<file path="config.mk">
export PLATFORM = sky130hd
export DESIGN_NAME = huffman_feed_ctrl
export DESIGN_NICKNAME = d
export VERILOG_FILES = /design/src/rtl/huffman_pkg.sv /design/src/rtl/huffman_bit_serializer.sv /design/src/rtl/huffman_feed_ctrl.sv
export SDC_FILE = /design/constraint.sdc
export NUM_CORES = 1
export LEC_CHECK = 0
export ABC_AREA = 0
export CORE_UTILIZATION = 56
export DETAILED_ROUTE_END_ITERATION = 10
export GPL_TIMING_DRIVEN = 0
export PLACE_DENSITY_LB_ADDON = 0.2
export SYNTH_ARGS = -nofsm -noshare
export SYNTH_HDL_FRONTEND = slang
export SYNTH_HIERARCHICAL = 1
export SYNTH_SLANG_ARGS = --single-unit
</file>
<file path="constraint.sdc">
create_clock -name clk -period 8.4 [get_ports clk]
set_clock_uncertainty 0.2 [all_clocks]
set_input_delay 0.84 -clock clk [delete_from_list [all_inputs] [get_ports clk]]
set_output_delay 0.84 -clock clk [all_outputs]
set_load 0.03 [all_outputs]
</file>
<file path="src/rtl/huffman_pkg.sv">
// Shared types and symbol-range constants for the Huffman feed sequencer.
package huffman_pkg;

    localparam int SYM_W   = 5;
    localparam int SYM_MIN = 1;
    localparam int SYM_MAX = 18;

    typedef enum logic [1:0] {
        IDLE,
        DRST,
        FETCH,
        SHIFT
    } state_t;

    typedef enum logic [1:0] {
        ERR_NONE  = 2'd0,
        ERR_RANGE = 2'd1,
        ERR_LEN   = 2'd2
    } err_t;

endpackage

</file>
<file path="src/rtl/huffman_bit_serializer.sv">
// Word-to-bit serializer: issues each accepted word MSB-first, and reloads on
// the last bit when a new word is offered so that the bit stream has no gaps.
module huffman_bit_serializer
    import huffman_pkg::*;
#(
    parameter int WORD_W = 8
) (
    input  logic              clk,
    input  logic              rst,
    input  state_t            state,
    input  logic              stop,
    input  logic [WORD_W-1:0] in_data,
    input  logic              in_valid,
    output logic              in_ready,
    output logic              load,
    output logic              last_bit,
    output logic              dec_bit,
    output logic              dec_bit_vld
);

    localparam int IDX_W = (WORD_W > 1) ? $clog2(WORD_W) : 1;
    localparam logic [IDX_W-1:0] IDX_LAST = IDX_W'(WORD_W - 1);

    logic [WORD_W-1:0] shift_q;
    logic [IDX_W-1:0]  bit_idx_q;

    assign dec_bit_vld = (state == SHIFT);
    assign dec_bit     = dec_bit_vld & shift_q[WORD_W-1];
    assign last_bit    = dec_bit_vld && (bit_idx_q == IDX_LAST);
    // Refuse a word in the terminating cycle so nothing is swallowed by a finished job.
    assign in_ready    = !stop && ((state == FETCH) || last_bit);
    assign load        = in_ready && in_valid;

    always_ff @(posedge clk) begin
        if (rst) begin
            shift_q   <= '0;
            bit_idx_q <= '0;
        end else if (load) begin
            shift_q   <= in_data;
            bit_idx_q <= '0;
        end else if (dec_bit_vld) begin
            shift_q   <= shift_q << 1;
            bit_idx_q <= bit_idx_q + IDX_W'(1);
        end
    end

endmodule

</file>
<file path="src/rtl/huffman_feed_ctrl.sv">
// Feeds a packed bitstream into the Huffman decoder and collects sym_count symbols.
// Define HUFF_FEED_SYMCHK_EN to abort on decoded symbols outside SYM_MIN..SYM_MAX.
module huffman_feed_ctrl #(
    parameter int WORD_W   = 8,
    parameter int SYM_W    = 5,
    parameter int CNT_W    = 8,
    parameter int MAX_BITS = 17
) (
    input  logic              clk,
    input  logic              rst,
    input  logic              start,
    input  logic [CNT_W-1:0]  sym_count,
    input  logic [WORD_W-1:0] in_data,
    input  logic              in_valid,
    output logic              in_ready,
    output logic              dec_rst,
    output logic              dec_bit,
    output logic              dec_bit_vld,
    input  logic [SYM_W-1:0]  dec_sym,
    input  logic              dec_valid,
    output logic [SYM_W-1:0]  sym_out,
    output logic              sym_valid,
    output logic              busy,
    output logic              done,
    output logic [1:0]        err
);
    import huffman_pkg::*;

    localparam int BITS_W = $clog2(MAX_BITS + 2);
    localparam logic [BITS_W-1:0] BITS_LIM = BITS_W'(MAX_BITS + 1);

    state_t             state_q, state_d;
    err_t               err_q;
    logic [CNT_W-1:0]   target_q, cnt_q;
    logic [BITS_W-1:0]  bits_q, bits_d;
    logic [SYM_W-1:0]   sym_q;
    logic               sym_vld_q, done_q, rst_hold_q;
    logic               active, sym_hit, range_bad, start_ok, start_zero;
    logic               term_range, term_done, term_len, term;
    logic               load, last_bit;

    huffman_bit_serializer #(.WORD_W(WORD_W)) u_ser (
        .clk         (clk),
        .rst         (rst),
        .state       (state_q),
        .stop        (term),
        .in_data     (in_data),
        .in_valid    (in_valid),
        .in_ready    (in_ready),
        .load        (load),
        .last_bit    (last_bit),
        .dec_bit     (dec_bit),
        .dec_bit_vld (dec_bit_vld)
    );

`ifdef HUFF_FEED_SYMCHK_EN
    localparam logic [SYM_W-1:0] SYM_LO = SYM_W'(SYM_MIN);
    localparam logic [SYM_W-1:0] SYM_HI = SYM_W'(SYM_MAX);
    assign range_bad = (dec_sym < SYM_LO) || (dec_sym > SYM_HI);
`else
    assign range_bad = 1'b0;
`endif

    assign active     = (state_q != IDLE);
    assign sym_hit    = active && dec_valid;
    assign start_ok   = (state_q == IDLE) && start && (sym_count != '0);
    assign start_zero = (state_q == IDLE) && start && (sym_count == '0);

    // A decoded symbol clears the run length even if a bit is issued in the same cycle.
    always_comb begin
        bits_d = bits_q;
        if (sym_hit)
            bits_d = '0;
        else if (dec_bit_vld && (bits_q != BITS_LIM))
            bits_d = bits_q + BITS_W'(1);
    end

    assign term_range = sym_hit && range_bad;
    assign term_done  = sym_hit && !range_bad && ((cnt_q + 1'b1) == target_q);
    assign term_len   = active && (bits_d == BITS_LIM);
    assign term       = term_range || term_done || term_len;

    always_comb begin
        state_d = state_q;
        case (state_q)
            IDLE:    if (start_ok) state_d = DRST;
            DRST:    state_d = FETCH;
            FETCH:   if (load) state_d = SHIFT;
            SHIFT:   if (last_bit && !load) state_d = FETCH;
            default: state_d = IDLE;
        endcase
        if (term)
            state_d = IDLE;
    end

    always_ff @(posedge clk) begin
        if (rst) begin
            state_q    <= IDLE;
            err_q      <= ERR_NONE;
            target_q   <= '0;
            cnt_q      <= '0;
            bits_q     <= '0;
            sym_q      <= '0;
            sym_vld_q  <= 1'b0;
            done_q     <= 1'b0;
            rst_hold_q <= 1'b1;
        end else begin
            state_q    <= state_d;
            rst_hold_q <= 1'b0;
            sym_vld_q  <= sym_hit && !range_bad;
            done_q     <= term || start_zero;
            bits_q     <= start_ok ? '0 : bits_d;
            if (sym_hit && !range_bad) begin
                sym_q <= dec_sym;
                cnt_q <= cnt_q + 1'b1;
            end
            if (start_ok || start_zero) begin
                err_q    <= ERR_NONE;
                target_q <= sym_count;
                cnt_q    <= '0;
            end else if (term_range) begin
                err_q <= ERR_RANGE;
            end else if (term_len && !term_done) begin
                err_q <= ERR_LEN;
            end
        end
    end

    assign dec_rst   = rst_hold_q || (state_q == DRST);
    assign busy      = active;
    assign done      = done_q;
    assign sym_out   = sym_q;
    assign sym_valid = sym_vld_q;
    assign err       = err_q;

endmodule

</file>
==> results_dict.tcl, run 1 <==
set metrics [dict create \
    num_antenna_cells 0 \
    grt_util_all_layers 0.2477 \
    syn_avg_cell_area_sq_um 8.484 \
    finalMaxSlewViolations 0 \
    wl_um 4717 \
    cts_sinks 43 \
    clockBufferDepth 2 \
    cts.repair.resized 0 \
    fin_setup_tns_ps 0 \
    drcViolationCount 0 \
    cts_root_buf "clkbuf_8" \
    antenna_found_initial 0 \
    drive_above_1_share 0.09032 \
    worst_r2r_endpoint "state_q[0]" \
    vias_per_cell 5.497 \
    finalCritPeriodShare 0.5420 \
    powerDensity_nw_per_um2 155.3 \
    wire_per_inst_um 13.18 \
    mappedNetlistArea_sq_um 2240 \
    synth_nets 295 \
    peakVddDrop_v 0.0001093 \
    setup_viol 0 \
    h-tree-depth 2 \
    ant_nets 0 \
    netlist_instances 264 \
    crit_start "state_q[0]" \
    relSlewSlack 0.4971 \
    cts.reportedPaths.clkPinSlew_ps 80 \
    post_cts_buffers 0 \
    status "complete, no violations" \
    ys_types 54 \
    crit_end "in_ready" \
    num_io_pins 40 \
    die_area_sq_um 4256 \
    numCtsBuffers 5 \
    start_kind "register" \
    path_class "register to output pin" \
    tightestPinTransition_ps 749.3 \
    async_reset_ff_frac 0 \
    worst_setup_path_end_kind "output pin" \
    hold_violations 0 \
    leakage_nw 1.174 \
    grt_max_degree 15 \
    die_x_um 65.24 \
    grt.overflow.total 0 \
    core_sq_um 3744 \
    drt_iter0_markers 109 \
    r2r_start "state_q[0]" \
    critical_path_required_ps 7360 \
    first_pass_iters 4 \
    synth_edf_count 0 \
    yosysSeqAreaShare 0.3844 \
    rows 22 \
    ys_warn_count 6 \
    crit_fanout 10 \
    routed-via-count 1968 \
    synthFlopType "dfxtp_1" \
    maxCapViolations 0 \
    clk_latency_ps 300 \
    port_buffers 38 \
    dieHeight_um 65.24 \
    holdBufCountCts 0 \
    total_power_mw 0.4317 \
    cts_tree "built" \
    place_congestion 0.8186 \
    fmax_ghz 0.2196 \
    worstRegToRegCells 16 \
    initial_core_util 0.5983 \
    min_period_ps 4553 \
    finalNetCount 340 \
    grt_pass1_wl_um 8107 \
    critPathArrivalTime_ps 3510 \
    synth-seq-cells 43 \
    rsz0062_at_grt "false" \
    hold_path_class "register to register" \
    rrSetupSlack_ps 4830 \
    dpl.hpwl_um 3465 \
    grt_pass1_vias 1868 \
    syn2layout_area_growth_pct 24.08 \
]
-- report_power, final --
part,total (mW),switching [mW],internal (mW)
Sequential,0.218,0.00641,0.212
Clock,0.139,0.0717,0.0671
Combinational,0.0744,0.0401,0.0343
Total,0.432,0.118,0.313
-- layout make-up --
class / count / area, sq um
multi-input combinational: 197 / 1249
fill: 302 / 964.7
sequential: 43 / 860.8
timing repair buffer: 38 / 380.4
buffer: 12 / 85.08
clock buffer: 6 / 82.58
tap: 48 / 60.06
inverter: 12 / 45.04
clock inverter: 2 / 16.27
-- registers in the layout, indices dropped and copies added (netlist names) --
name,cells
target_q,8
cnt_q,8
done,1
bits_q,5
rst_hold_q,1
state_q,2
u_ser/shift_q,8
sym_valid,1
u_ser/bit_idx_q,3
sym_out,5
err,1
-- cells in the mapped netlist (all sizes together) (3+ instances only) --
master / instances / area, sq um
xor2: 10 / 87.58
o41ai: 7 / 61.31
ha: 5 / 62.56
o21ai: 6 / 33.78
nand4: 7 / 43.79
xnor2: 6 / 52.55
nand2: 41 / 153.9
buf: 10 / 77.57
nor2: 19 / 73.82
and3: 3 / 21.27
nor3: 5 / 25.02
nand3: 6 / 30.03
inv: 11 / 41.29
nand2b: 3 / 18.77
a21oi: 30 / 153.9
nor2b: 7 / 43.79
mux2i: 11 / 110.1
dfxtp: 43 / 860.8
or4: 4 / 33.78
-- stage by stage --
stage	util	cell area, sq um	cells	setup slack [ps]	hold slack, ps
finish	0.7423	2779	358	3847	257.4
global route	0.7423	2779	358	3614	282.1
CTS	0.7423	2779	358	3820	259.6
detailed placement	0.7159	2680	350	4087	248.3
global placement	0.7159	2680	350	4097	241.4
floorplan	-	2240	264	4832	247.8
-- cell usage in the layout (no fill, tap or decap), types with 2 or more instances in the layout --
master | synthesis | routed
buf_2 | 2 | 2
buf_4 | 4 | 4
and3_2 | 2 | 2
nor2b_1 | 7 | 7
o21ai_1 | 2 | 2
nor3_1 | 5 | 5
ha_1 | 5 | 5
nand3_1 | 6 | 6
a211o_1 | 2 | 2
clkbuf_8 | 0 | 6
nand2b_1 | 3 | 3
buf_6 | 3 | 3
inv_1 | 11 | 11
dfxtp_1 | 43 | 43
nor2_1 | 18 | 18
xnor2_1 | 6 | 6
nand4_1 | 7 | 7
or4_1 | 3 | 3
a21oi_1 | 29 | 29
xor2_1 | 10 | 10
clkbuf_1 | 2 | 2
mux2i_1 | 11 | 11
o21ai_0 | 3 | 3
and3b_1 | 2 | 2
nand2_1 | 41 | 41
o41ai_1 | 7 | 7
o32a_1 | 2 | 2
clkdlybuf4s50_1 | 0 | 38
-- layer usage --
layer,global-route usage,vias to the layer above,wire length [um]
li1,-,1020,-
met1,0.3165,895,2237
met2,0.4008,49,2207
met3,0.06250,4,243
met4,0.08967,0,29
met5,0,-,0
-- cells by family (layout without fill, tap and decap cells) --
logic type	after synthesis	count (layout)	synth area share
AOI/OAI and AO/OA	58	58	0.1732
muxes	11	11	0.04916
xor gates and xnor gates	16	16	0.06257
DFF	43	43	0.3844
and+or+nand+nor	106	106	0.2430
buffers and inverters	24	70	0.05810
other	1	1	0.001674
adders and majority gates	5	5	0.02793
-- how the worst min path moves through the flow --
stage / startpoint / end / slack (ps) / cells after the start
2_1_floorplan: target_q[1] / target_q[1] / 250 / 2
3_3_place_gp: sym_out[2] / sym_out[2] / 240 / 2
3_5_place_dp: sym_out[1] / sym_out[1] / 250 / 2
4_1_cts: sym_out[2] / sym_out[2] / 260 / 2
5_1_grt: err[1] / err[1] / 280 / 2
6_report: sym_out[2] / sym_out[2] / 260 / 2
-- critical path, stage by stage, from the launching register on --
cell             delay (ps)
dfxtp_1                 460
nand2_1                 150
buf_2                   240
inv_1                   190
nand4_1                 220
nor3_1                  250
a21oi_1                  90
or4_4                   590
o21ai_0                 100
nand2b_1                150
buf_6                   140
nor2_1                   60
clkdlybuf4s50_1         580
(Power assumes the default switching activity.)
==> inputs of run 2 (changes only) <==
--- a/config.mk
+++ b/config.mk
@@ -6,7 +6,7 @@
 export NUM_CORES = 1
 export LEC_CHECK = 0
 export ABC_AREA = 0
-export CORE_UTILIZATION = 56
+export CORE_UTILIZATION = 52
 export DETAILED_ROUTE_END_ITERATION = 10
 export GPL_TIMING_DRIVEN = 0
 export PLACE_DENSITY_LB_ADDON = 0.2
==> constraint.sdc (replaced) <==
create_clock -name clk -period 4.6 [get_ports clk]
set_clock_uncertainty 0.2 [all_clocks]
set_input_delay 0.46 -clock clk [delete_from_list [all_inputs] [get_ports clk]]
set_output_delay 0.46 -clock clk [all_outputs]
set_load 0.03 [all_outputs]
==> run 2 against run 1 <==
Worst hold slack better by 5.0 ps. Die area is 7.4% higher. Non-clock buffer count stayed put. Register-to-register slack worse by 3800 ps. Critical endpoint unchanged.
==> results_dict.tcl, run 2 (synthesis results as in run 1) <==
set metrics [dict create \
    status "complete, no violations" \
    clockBufferDepth 2 \
    rsz0062_at_grt "false" \
    start_kind "register" \
    first_pass_iters 4 \
    core_sq_um 4058 \
    r2r_start "state_q[1]" \
    place_congestion 0.7900 \
    power_frac_comb 0.161 \
    syn2layout_area_growth_pct 24.97 \
    antenna_found_initial 0 \
    fillers 327 \
    drive_above_1_share 0.09032 \
    dieHeight_um 67.63 \
    hold_path_class "register to register" \
    hold_violations 0 \
    grt_pass1_vias 1808 \
    fin_setup_tns_ps 0 \
    critPathArrivalTime_ps 3470 \
    die_area_sq_um 4573 \
    crit_start "state_q[1]" \
    layout_commonest_cell "dfxtp_1" \
    port_buffers 38 \
    worst_setup_path_end_kind "output pin" \
    fin_cells 360 \
    dpl_cell_area_sq_um 2683 \
    post_cts_buffers 0 \
    grt.overflow.total 0 \
    path_cells "nand2_1, buf_2, inv_1, nand4_1, mux2i_1, a21oi_1, or4_4, o21ai_0, nand2b_1, buf_6, nor2_1, clkdlybuf4s50_1" \
    num_io_pins 40 \
    fmax_ghz 0.2421 \
    h-tree-depth 2 \
    finalNetCount 340 \
    initial_core_util 0.5520 \
    cts.reportedPaths.clkPinSlew_ps 90 \
    cts.repair.resized 0 \
    power_switching_mw 0.2213 \
    clk_latency_ps 300 \
    cts_tree "built" \
    setup_viol 0 \
    finalCritPeriodShare 0.8981 \
    finalMaxSlewViolations 0 \
    numCtsBuffers 5 \
    grt_pass1_wl_um 7741 \
    worstRegToRegCells 16 \
    powerDensity_nw_per_um2 298.6 \
    layout_common_cells "43 x dfxtp_1, 41 x nand2_1, 38 x clkdlybuf4s50_1" \
    fin_util 0.6898 \
    dpl.hpwl_um 3381 \
    min_period_ps 4131 \
    tightestPinTransition_ps 772.4 \
    rrSetupSlack_ps 1070 \
    wire_per_inst_um 12.86 \
    cpPeakStageDelay_ps 580 \
    p_clk_frac 0.361 \
    drcViolationCount 0 \
    place_inst 352 \
    grt_util_all_layers 0.2250 \
    wl_um 4630 \
    peakVddDrop_v 0.0002332 \
    fin_area_sq_um 2799 \
    leakage_nw 1.186 \
    p_int_mw 0.6143 \
    path_class "register to output pin" \
    num_antenna_cells 0 \
    die_x_um 67.63 \
    holdPathEnd "sym_out[3]" \
    routed-via-count 1967 \
    vias_per_cell 5.464 \
    grt_max_degree 16 \
    ant_nets 0 \
    maxCapViolations 0 \
    cts_root_buf "clkbuf_8" \
    reg_top3 "cnt_q x8, target_q x8, u_ser/shift_q x8" \
    p_seq_frac 0.478 \
    cts_sinks 43 \
    whs_path_depth 2 \
    rows 23 \
    worst_r2r_endpoint "state_q[0]" \
    holdBufCountCts 0 \
    crit_path_top_delay_cell "or4_4" \
    critical_path_required_ps 3940 \
    switching_share 0.2649 \
    relSlewSlack 0.4816 \
    hp-start "sym_out[3]" \
    crit_fanout 10 \
    drt_iter0_markers 143 \
]
==> run 2: changes by cell type in the layout (fill, tap and decap cells not counted) <==
cell | previous run | this run
clkinvlp_4 | 1 | 0
bufinv_16 | 0 | 1
clkbuf_8 | 6 | 5
inv_6 | 0 | 1
==> run 2: cell type report <==
type                            count  area [sq um]  area share
Buffer                             12         85.08     0.03040
Timing Repair Buffer               38         380.4      0.1359
Clock inverter                      3         47.55     0.01699
Tap cell                           50         62.56     0.02235
Clock buffer                        5         68.82     0.02459
Sequential cell                    43         860.8      0.3076
Multi-Input combinational cell    197          1249      0.4461
Inverter                           12         45.04     0.01609
==> run 2: critical path, delay by kind of cell (launching register included) <==
kind                   cells  cell delay, ps
AO/OA/AOI/OAI              2             200
buffers and inverters      4            1150
flip-flops                 1             470
multiplexers               1             210
AND/OR/NAND/NOR            5            1140
==> run 2: how the worst max path moves through the flow <==
stage,end,cells past startpoint,slack (ps)
2_1_floorplan,state_q[0],16,1290
3_3_place_gp,in_ready,12,840
3_5_place_dp,in_ready,12,800
4_1_cts,in_ready,12,450
5_1_grt,in_ready,12,220
6_report,in_ready,12,470
==> run 2: metal layers <==
layer,wire (um),share of wire,vias to the layer above,global-route usage
met5,0,0,-,0
li1,-,-,1021,-
met1,2184,0.47,901,0.3003
met3,181,0.039,9,0.04899
met4,72,0.016,0,0.08777
met2,2191,0.47,36,0.3490
==> run 2: power groups by stage <==
stage | clock (mW) | sequential [mW] | combinational [mW]
after floorplan | 0 | 0.411 | 0.0779
after global placement | 0 | 0.407 | 0.133
after detailed placement | 0 | 0.408 | 0.134
after CTS | 0.310 | 0.399 | 0.135
after global routing | 0.324 | 0.401 | 0.148
final | 0.302 | 0.399 | 0.134
==> run 2: metrics by stage <==
stage | hold WS (ps) | total power, mW | setup slack [ps]
5_1_grt | 284.8 | 0.8731 | 218.2
3_5_place_dp | 249.2 | 0.5422 | 804.7
2_1_floorplan | 247.8 | 0.4888 | 1289
6_report | 262.4 | 0.8356 | 468.9
3_3_place_gp | 242.0 | 0.5403 | 841.2
4_1_cts | 262.6 | 0.8450 | 449.0
